$ cat config.mk
export PLATFORM = sky130hd
export DESIGN_NAME = fetch_stage
export DESIGN_NICKNAME = d
export VERILOG_FILES = /design/src/rtl/fetch_stage.sv
export SDC_FILE = /design/constraint.sdc
export NUM_CORES = 1
export LEC_CHECK = 0
export BUFFER_PORTS_ARGS = -buffer_cell sky130_fd_sc_hd__buf_2
export CORE_ASPECT_RATIO = 2
export CORE_MARGIN = 3
export CORE_UTILIZATION = 55
export DETAILED_ROUTE_END_ITERATION = 8
export GPL_TIMING_DRIVEN = 0
export PLACE_DENSITY = 0.85
export SETUP_SLACK_MARGIN = 0.02
export SLEW_MARGIN = 25
export SYNTH_ARGS = -nofsm -noshare
export SYNTH_HDL_FRONTEND = slang
export SYNTH_SLANG_ARGS = --single-unit
$ cat constraint.sdc
create_clock -name clk -period 11.5 [get_ports clk]
set_clock_uncertainty 0.05 [all_clocks]
set_input_delay 0 -clock clk [delete_from_list [all_inputs] [get_ports clk]]
set_output_delay 0 -clock clk [all_outputs]
set_load 0.1 [all_outputs]
$ cat src/rtl/fetch_stage.sv
// ---------------------------------------------------------------------------
// fetch_stage
//
// Instruction fetch front end for the 5-stage RV32 core. Owns the fetch PC,
// issues word-aligned requests to instruction memory over a request/grant
// port, collects in-order responses into a small instruction queue and
// presents {pc, instr} to decode with valid/ready backpressure. A redirect
// from execute flushes the queue and arranges for every response still in
// flight to be discarded when it returns.
//
// Parameters
//   RESET_PC        fetch PC loaded on reset (low two bits forced to zero)
//   DEPTH           queue entries, power of two >= 2; also the limit on
//                   queued + outstanding requests
//
// Ports
//   clk             clock, all state updates on the rising edge
//   reset           asynchronous active-high reset
//   iaddr   [31:0]  request address (always word aligned)
//   ireq            request valid
//   iready          memory accepts the request this cycle
//   idata   [31:0]  response instruction word
//   ivalid          response valid (in issue order, latency >= 1)
//   redirect_valid  taken branch / jump from execute
//   redirect_pc     redirect target
//   id_valid        queue head valid toward decode
//   id_pc   [31:0]  PC of the head instruction (0 when empty)
//   id_instr[31:0]  head instruction word (0 when empty)
//   id_ready        decode accepts the head this cycle
// ---------------------------------------------------------------------------
module fetch_stage #(
  parameter logic [31:0] RESET_PC = 32'h0000_0000,
  parameter int unsigned DEPTH    = 2
) (
  input  logic        clk,
  input  logic        reset,
  output logic [31:0] iaddr,
  output logic        ireq,
  input  logic        iready,
  input  logic [31:0] idata,
  input  logic        ivalid,
  input  logic        redirect_valid,
  input  logic [31:0] redirect_pc,
  output logic        id_valid,
  output logic [31:0] id_pc,
  output logic [31:0] id_instr,
  input  logic        id_ready
);

  localparam int unsigned CW = $clog2(DEPTH + 1);
  localparam int unsigned PW = $clog2(DEPTH);
  localparam logic [CW:0]   DEPTH_W  = (CW + 1)'(DEPTH);
  localparam logic [CW-1:0] ONE_C    = CW'(1);
  localparam logic [PW-1:0] ONE_P    = PW'(1);
  localparam logic [31:0]   RESET_WA = {RESET_PC[31:2], 2'b00};

  // ---------------------------------------------------------------------
  // State
  // ---------------------------------------------------------------------
  logic [31:0]   r_fetch_pc;
  logic [31:0]   r_resp_pc;
  logic [PW-1:0] r_rd_ptr;
  logic [PW-1:0] r_wr_ptr;
  logic [CW-1:0] r_count;
  logic [CW-1:0] r_outstanding;
  logic [CW-1:0] r_drop;
  logic [31:0]   r_q_pc    [DEPTH];
  logic [31:0]   r_q_instr [DEPTH];

  // ---------------------------------------------------------------------
  // Next-state / control wires
  // ---------------------------------------------------------------------
  logic [31:0]   w_fetch_pc_next;
  logic [31:0]   w_resp_pc_next;
  logic [PW-1:0] w_rd_ptr_next;
  logic [PW-1:0] w_wr_ptr_next;
  logic [CW-1:0] w_count_next;
  logic [CW-1:0] w_outstanding_next;
  logic [CW-1:0] w_drop_next;
  logic [CW-1:0] w_out_after_resp;
  logic [CW:0]   w_credit_used;
  logic [31:0]   w_redirect_wa;
  logic          w_issue;
  logic          w_pop;
  logic          w_push;
  logic          w_discard;
  logic          w_unused_lsbs;

  // The low target bits are dropped by word alignment.
  assign w_unused_lsbs = ^redirect_pc[1:0];
  assign w_redirect_wa = {redirect_pc[31:2], 2'b00};

  // Credit: every queued entry and every in-flight request holds one slot,
  // so a returning response always finds room in the queue.
  assign w_credit_used = {1'b0, r_count} + {1'b0, r_outstanding};

  assign iaddr   = r_fetch_pc;
  assign ireq    = !reset && !redirect_valid && (w_credit_used < DEPTH_W);
  assign w_issue = ireq && iready;

  // No bypass: a response is visible to decode only after it is queued.
  assign id_valid = (r_count != '0);
  assign id_pc    = id_valid ? r_q_pc[r_rd_ptr]    : 32'h0;
  assign id_instr = id_valid ? r_q_instr[r_rd_ptr] : 32'h0;

  assign w_pop     = id_valid && id_ready && !redirect_valid;
  assign w_discard = ivalid && (r_drop != '0);
  assign w_push    = ivalid && (r_drop == '0) && !redirect_valid;

  // Outstanding count after retiring this cycle's response, never below 0.
  assign w_out_after_resp = (ivalid && (r_outstanding != '0))
                          ? (r_outstanding - ONE_C) : r_outstanding;

  always_comb begin
    w_fetch_pc_next    = r_fetch_pc;
    w_resp_pc_next     = r_resp_pc;
    w_rd_ptr_next      = r_rd_ptr;
    w_wr_ptr_next      = r_wr_ptr;
    w_count_next       = r_count;
    w_outstanding_next = r_outstanding;
    w_drop_next        = r_drop;

    if (redirect_valid) begin
      // Redirect wins over every other update. After it, every request
      // still in flight is stale (including any already marked for drop),
      // so the drop count becomes exactly the remaining outstanding count.
      // This keeps drop <= outstanding across back-to-back redirects.
      w_fetch_pc_next    = w_redirect_wa;
      w_resp_pc_next     = w_redirect_wa;
      w_rd_ptr_next      = '0;
      w_wr_ptr_next      = '0;
      w_count_next       = '0;
      w_outstanding_next = w_out_after_resp;
      w_drop_next        = w_out_after_resp;
    end else begin
      if (w_issue) begin
        w_fetch_pc_next = r_fetch_pc + 32'd4;
      end

      unique case ({w_issue, ivalid})
        2'b10:   w_outstanding_next = r_outstanding + ONE_C;
        2'b01:   w_outstanding_next = w_out_after_resp;
        default: w_outstanding_next = r_outstanding;
      endcase

      if (w_discard) begin
        w_drop_next = r_drop - ONE_C;
      end

      if (w_push) begin
        w_resp_pc_next = r_resp_pc + 32'd4;
        w_wr_ptr_next  = r_wr_ptr + ONE_P;
      end

      if (w_pop) begin
        w_rd_ptr_next = r_rd_ptr + ONE_P;
      end

      unique case ({w_push, w_pop})
        2'b10:   w_count_next = r_count + ONE_C;
        2'b01:   w_count_next = r_count - ONE_C;
        default: w_count_next = r_count;
      endcase
    end
  end

  // ---------------------------------------------------------------------
  // Control registers
  // ---------------------------------------------------------------------
  always_ff @(posedge clk or posedge reset) begin
    if (reset) begin
      r_fetch_pc    <= RESET_WA;
      r_resp_pc     <= RESET_WA;
      r_rd_ptr      <= '0;
      r_wr_ptr      <= '0;
      r_count       <= '0;
      r_outstanding <= '0;
      r_drop        <= '0;
    end else begin
      r_fetch_pc    <= w_fetch_pc_next;
      r_resp_pc     <= w_resp_pc_next;
      r_rd_ptr      <= w_rd_ptr_next;
      r_wr_ptr      <= w_wr_ptr_next;
      r_count       <= w_count_next;
      r_outstanding <= w_outstanding_next;
      r_drop        <= w_drop_next;
    end
  end

  // Queue storage needs no reset: entries are only read while count != 0.
  always_ff @(posedge clk) begin
    if (w_push) begin
      r_q_pc[r_wr_ptr]    <= r_resp_pc;
      r_q_instr[r_wr_ptr] <= idata;
    end
  end

  // ---------------------------------------------------------------------
  // Protocol checks
  // ---------------------------------------------------------------------
  a_resp_has_request: assert property (
    @(posedge clk) disable iff (reset) ivalid |-> (r_outstanding != '0));

  a_iaddr_aligned: assert property (
    @(posedge clk) disable iff (reset) iaddr[1:0] == 2'b00);

endmodule

# [Yosys cells after proc, flatten, opt, wreduce, memory -nomap -nowiden]
# Memories as Yosys holds them, arrays and structs flattened.
# Index checks and enable logic that the tools add are counted.
[classes] reduce_logical=21 muxes=19 n_addsub=10 n_lt_le_gt_ge=1 eq_ne=4
[op_table] op="$mux 32" n=6
[op_table] op="$add 32x3->32 const B" n=2
[op_table] op="$reduce_bool 2->1" n=7
[op_table] op="$mux 2" n=5
[op_table] op="$logic_and 1x1->1" n=9
[op_table] op="$pmux 2 s2" n=2
[op_table] op="$mux 1" n=6
[op_table] op="$reduce_bool 3->1" n=2
[op_table] op="$sub 2x1->2 const B" n=3
[op_table] op="$add 2x1->2 const B" n=2
[op_table] op="$eq 2x1->1 const B" n=2
[op_table] op="$eq 2x2->1 const B" n=2
[op_table] op="$add 2x2->3" n=1
[op_table] op="$lt 3x2->1 const B" n=1
[op_table] op="$add 1x1->1 const B" n=2
[op_table] op="$logic_not 1->1" n=2
[op_table] op="$logic_not 2->1" n=1
[totals] register_bits=72 inputBits=70 mem_count=2 ram_bits=128 word_cells=64 out_inout_bits=98
[memory_table] name="r_q_instr" depth=2 word_bits=32 rd=1 rd_clocked_by_memory_dff=0 write_ports=1 line_no="68" rtl="logic [31:0] r_q_instr [DEPTH];"
[memory_table] name="r_q_pc" depth=2 word_bits=32 rd=1 rd_clocked_by_memory_dff=0 write_ports=1 line_no="67" rtl="logic [31:0] r_q_pc [DEPTH];"

# [Longest topological paths before layout]
[logic_depth] ltp_word=7 mapped_depth=9 mapped_depth_nobuf=7

# [Worst setup path after synthesis]
# No wires, ideal clock.
[synth_path] path_kind="register to register" startpoint="reg r_drop[0]" endpoint="mem r_q_instr[1][0], enable pin" slack_ns=5.439 path_buffers=0 t_arrival_ns=5.440 setup_ns=0.571 synth_period_minus_slack_ns=6.061 t_required_ns=10.879 stages_incl_launch_ff=5 path_cell_list="dfrtp_1 > inv_1 > ha_1 > nand2_1 > nor3b_1"
[synth_via] elab_chain_cells=5
[synth_lines] element="start: declaration" line_no="66" rtl="logic [CW-1:0] r_drop;"
[synth_lines] element="start signal: assignment" line_no="186" rtl="r_drop <= w_drop_next;"
[synth_lines] element="$logic_not 2->1" line_no="108" rtl="assign w_push = ivalid && (r_drop == '0) && !redirect_valid;"
[synth_lines] element="$logic_and 1x1->1 (2 in a row)" line_no="108"
[synth_lines] element="$mux 1" line_no="192" rtl="if (w_push) begin"
[synth_lines] element="$mux 1 (not written as such)" line_no="194" rtl="r_q_instr[r_wr_ptr] <= idata;"
[synth_lines] element="end: declaration" line_no="68"
# No other way between the ends.

# [Worst setup path in the final report]
[layout_path] startpoint="reg r_count[0]" endpoint="reg r_fetch_pc[23] (netlist: iaddr[23])"
[layout_via] elab_chain_cells=5
[layout_lines] element="start: declaration" line_no="64" rtl="logic [CW-1:0] r_count;"
[layout_lines] element="start signal: assignment" line_no="184" rtl="r_count <= w_count_next;"
[layout_lines] element="$add 2x2->3" line_no="95" rtl="assign w_credit_used = {1'b0, r_count} + {1'b0, r_outstanding};"
[layout_lines] element="$lt 3x2->1" line_no="98" rtl="assign ireq = !reset && !redirect_valid && (w_credit_used < DEPTH_W);"
[layout_lines] element="$logic_and 1x1->1" line_no="98"
[layout_lines] element="$logic_and 1x1->1" line_no="99" rtl="assign w_issue = ireq && iready;"
[layout_lines] element="$reduce_bool 2->1 (no line)"
[layout_lines] element="end signal: assignment" line_no="180" rtl="r_fetch_pc <= w_fetch_pc_next;"
[layout_lines] element="end: declaration" line_no="60" rtl="logic [31:0] r_fetch_pc;"
# No other way between the ends.
# A chain may end at the register's enable or synchronous reset.

==> impl_metrics.json <==
{
  "antenna_found_initial": 1,
  "core_area_um2": 15370,
  "num_vias": 6415,
  "required_ns": 11.76,
  "grt_max_degree": 55,
  "area_delta_synth_final_pct": 28.87,
  "status": "complete, no violations",
  "netlist_area_um2": 8638,
  "grt_pass1_vias": 6582,
  "post_cts_buffers": 0,
  "ir_drop_uv": 118.3,
  "power.total_mw": 2.033,
  "synth_top_area_share": 0.4311,
  "die_h_um": 183.2,
  "tightest_slew_ns": 0.8904,
  "cts.htree.levels": 4,
  "io_pins": 168,
  "crit_arrival_ns": 3.33,
  "place_hpwl_mm": 14.79,
  "drive_gt1_frac": 0.2704,
  "place_congestion": 0.9482,
  "grt.overflow.total": 0,
  "cpPeakStageDelay_ns": 0.67,
  "start_util": 0.5618,
  "drtIter0Drc": 289,
  "hp-start": "redirect_valid",
  "drv_cap": 0,
  "drv_slew": 0,
  "cts_tree": "built",
  "max_freq_ghz": 0.3264,
  "synth_edf_count": 124,
  "reg2reg_slack_ns": 8.44,
  "synth_cells": 678,
  "r2r_cells": 7,
  "ys_ff_latch": 192,
  "p_per_area_nw_per_um2": 182.7,
  "min_period_over_period": 0.2664,
  "r2r-end": "iaddr[23]",
  "ys_seq_area_frac": 0.6280,
  "path_cells": "and2_1 -> fa_1 -> nor4b_4 -> nand4_1 -> nor4_1 -> xor2_1 -> mux2_2",
  "cpLargestDelayFamily": "simple AND/OR/NAND/NOR gates",
  "slowest_stage": "nor4b_4",
  "yosysUniqueCellTypes": 67,
  "finalWirelength_mm": 20.92,
  "syn-mean-instance-area_um2": 12.74,
  "portBuffers": 160,
  "cts_num_sinks": 192,
  "synthFlopType": "edfxtp_1",
  "final_antenna_net_count": 0,
  "crit_buf_inv": 0,
  "final-hold-violation-count": 0,
  "yosysTopAreaCell": "edfxtp_1",
  "finalCriticalPeriod_ns": 3.064,
  "wl_per_cell_um": 18.14,
  "die_x_um": 94.62,
  "grt_use_total": 0.2465,
  "drt-pass1-iter-count": 5,
  "grt_pass1_wl_mm": 32.42,
  "clkTransAtPathRegs_ns": 0.08,
  "crit_fanout": 8,
  "ctsHoldBuffers": 66,
  "clock_latency_ns": 0.43,
  "cts-resized-gates": 0,
  "ctsLongestPathBuffers": 2,
  "row_count": 64,
  "start_kind": "flop",
  "worstReg2RegStart": "r_count[0]",
  "synth_warnings": 0,
  "root_buffer": "clkbuf_16",
  "hold_end": "iaddr[8]",
  "die_area_um2": 17340,
  "setup_viol": 0,
  "critPathKind": "reg -> reg",
  "fin_setup_tns_ns": 0,
  "drc_errors": 0,
  "min_path_type": "in -> reg",
  "max-slew-margin-rel": 0.4042,
  "rsz0062_at_grt": "no",
  "synthTopCellsByArea": "edfxtp_1, dfrtp_1, mux2i_1",
  "fin_nets": 1016,
  "cts-buffers-inserted": 17,
  "p_leak_nw": 4.379,
  "cp-end-kind": "flop",
  "vias_per_cell": 5.564,
  "synthArstFlopShare": 0.3542,
  "hold_path_depth": 4
}
-- cells in the final DEF, fill, tap and decap left out, types with 18 or more instances in the layout --
cell type / instances
buf_2: 163
edfxtp_1: 124
nor2_1: 82
dfrtp_1: 68
dlygate4sd3_1: 66
mux2i_1: 65
nand2_1: 55
o21ai_0: 31
xor2_1: 29
nand3_1: 25
xnor2_1: 18
-- state kept, by name, summed over array words and instances (netlist names) --
register / flops
r_q_instr: 64
r_q_pc: 60
iaddr: 30
r_resp_pc: 30
r_count: 2
r_drop: 2
r_outstanding: 2
r_rd_ptr: 1
r_wr_ptr: 1
-- power by group --
part | internal, mW | leakage (nW) | switching, mW
registers | 0.800 | 1.93 | 0.0506
clock network | 0.314 | 0.293 | 0.275
logic | 0.144 | 2.15 | 0.450
-- Yosys cell counts (all sizes together), types with 8 or more instances --
cell type    n
nand4       19
nand3       27
xor2        29
edfxtp     124
inv         10
nor4         9
xnor2       18
nand2       56
buf         17
mux2i       65
o21ai       31
and3         8
nor3        15
dfrtp       68
nor2        82
clkbuf      14
mux2        16
-- cell families (layout without fill, tap and decap cells) --
| group | Yosys count | in the layout | share of synthesized area |
|---|---|---|---|
| and+or+nand+nor | 241 | 241 | 0.1461 |
| DFF | 192 | 192 | 0.6280 |
| adders and majority gates | 5 | 5 | 0.008112 |
| xor gates and xnor gates | 47 | 47 | 0.04765 |
| buffers and inverters | 41 | 314 | 0.02187 |
| other | 1 | 5 | 0.0004341 |
| AOI/OAI and AO/OA | 70 | 70 | 0.05157 |
| muxes | 81 | 81 | 0.09618 |
-- metal layers --
metal,track usage,vias to the layer above,wire length (um)
met5,0,-,0
met4,0.1648,0,1174
met3,0.04721,82,1217
met2,0.4406,273,11390
met1,0.2530,3054,7134
li1,-,3006,-
-- metrics by stage --
stage | setup slack (ns) | instance area [um^2] | hold slack, ns | util | cells
final | 8.436 | 11130 | 0.03239 | 0.7240 | 1153
after global routing | 8.284 | 11130 | 0.05529 | 0.7240 | 1153
after CTS | 8.415 | 11130 | 0.01350 | 0.7239 | 1152
after detailed placement | 8.453 | 9866 | -0.04214 | 0.6417 | 1054
after global placement | 3.018 | 9698 | 0.1377 | 0.6308 | 1039
after floorplan | 5.439 | 8650 | 0.04887 | - | 681
-- worst max-delay path by stage --
stage          slack, ns            from          endpoint  cells after the start
2_1_floorplan       5.44       r_drop[0]   r_q_instr[1][0]                      4
3_3_place_gp        3.02  redirect_valid  r_q_instr[1][14]                      5
3_5_place_dp        8.45      r_count[0]         iaddr[23]                      7
4_1_cts             8.41      r_count[0]         iaddr[23]                      7
5_1_grt             8.28      r_count[0]         iaddr[23]                      7
6_report            8.44      r_count[0]         iaddr[23]                      7
-- area by class of cell --
type	instances	area (um^2)
Multi-Input combinational cell	448	3045
Tap cell	198	247.7
Clock buffer	18	432.9
Fill cell	1032	4243
Buffer	31	151.4
Sequential cell	192	5425
Timing Repair Buffer	241	1617
Clock inverter	14	170.2
Inverter	10	40.04
Antenna cell	1	2.502
-- tightest hold or removal path: stages --
cell and delay [ns]:
buf_2 0.16, nor4_4 0.08, nand4_4 0.14, o211ai_1 0.09
Power figures use the tool's default switching activity.
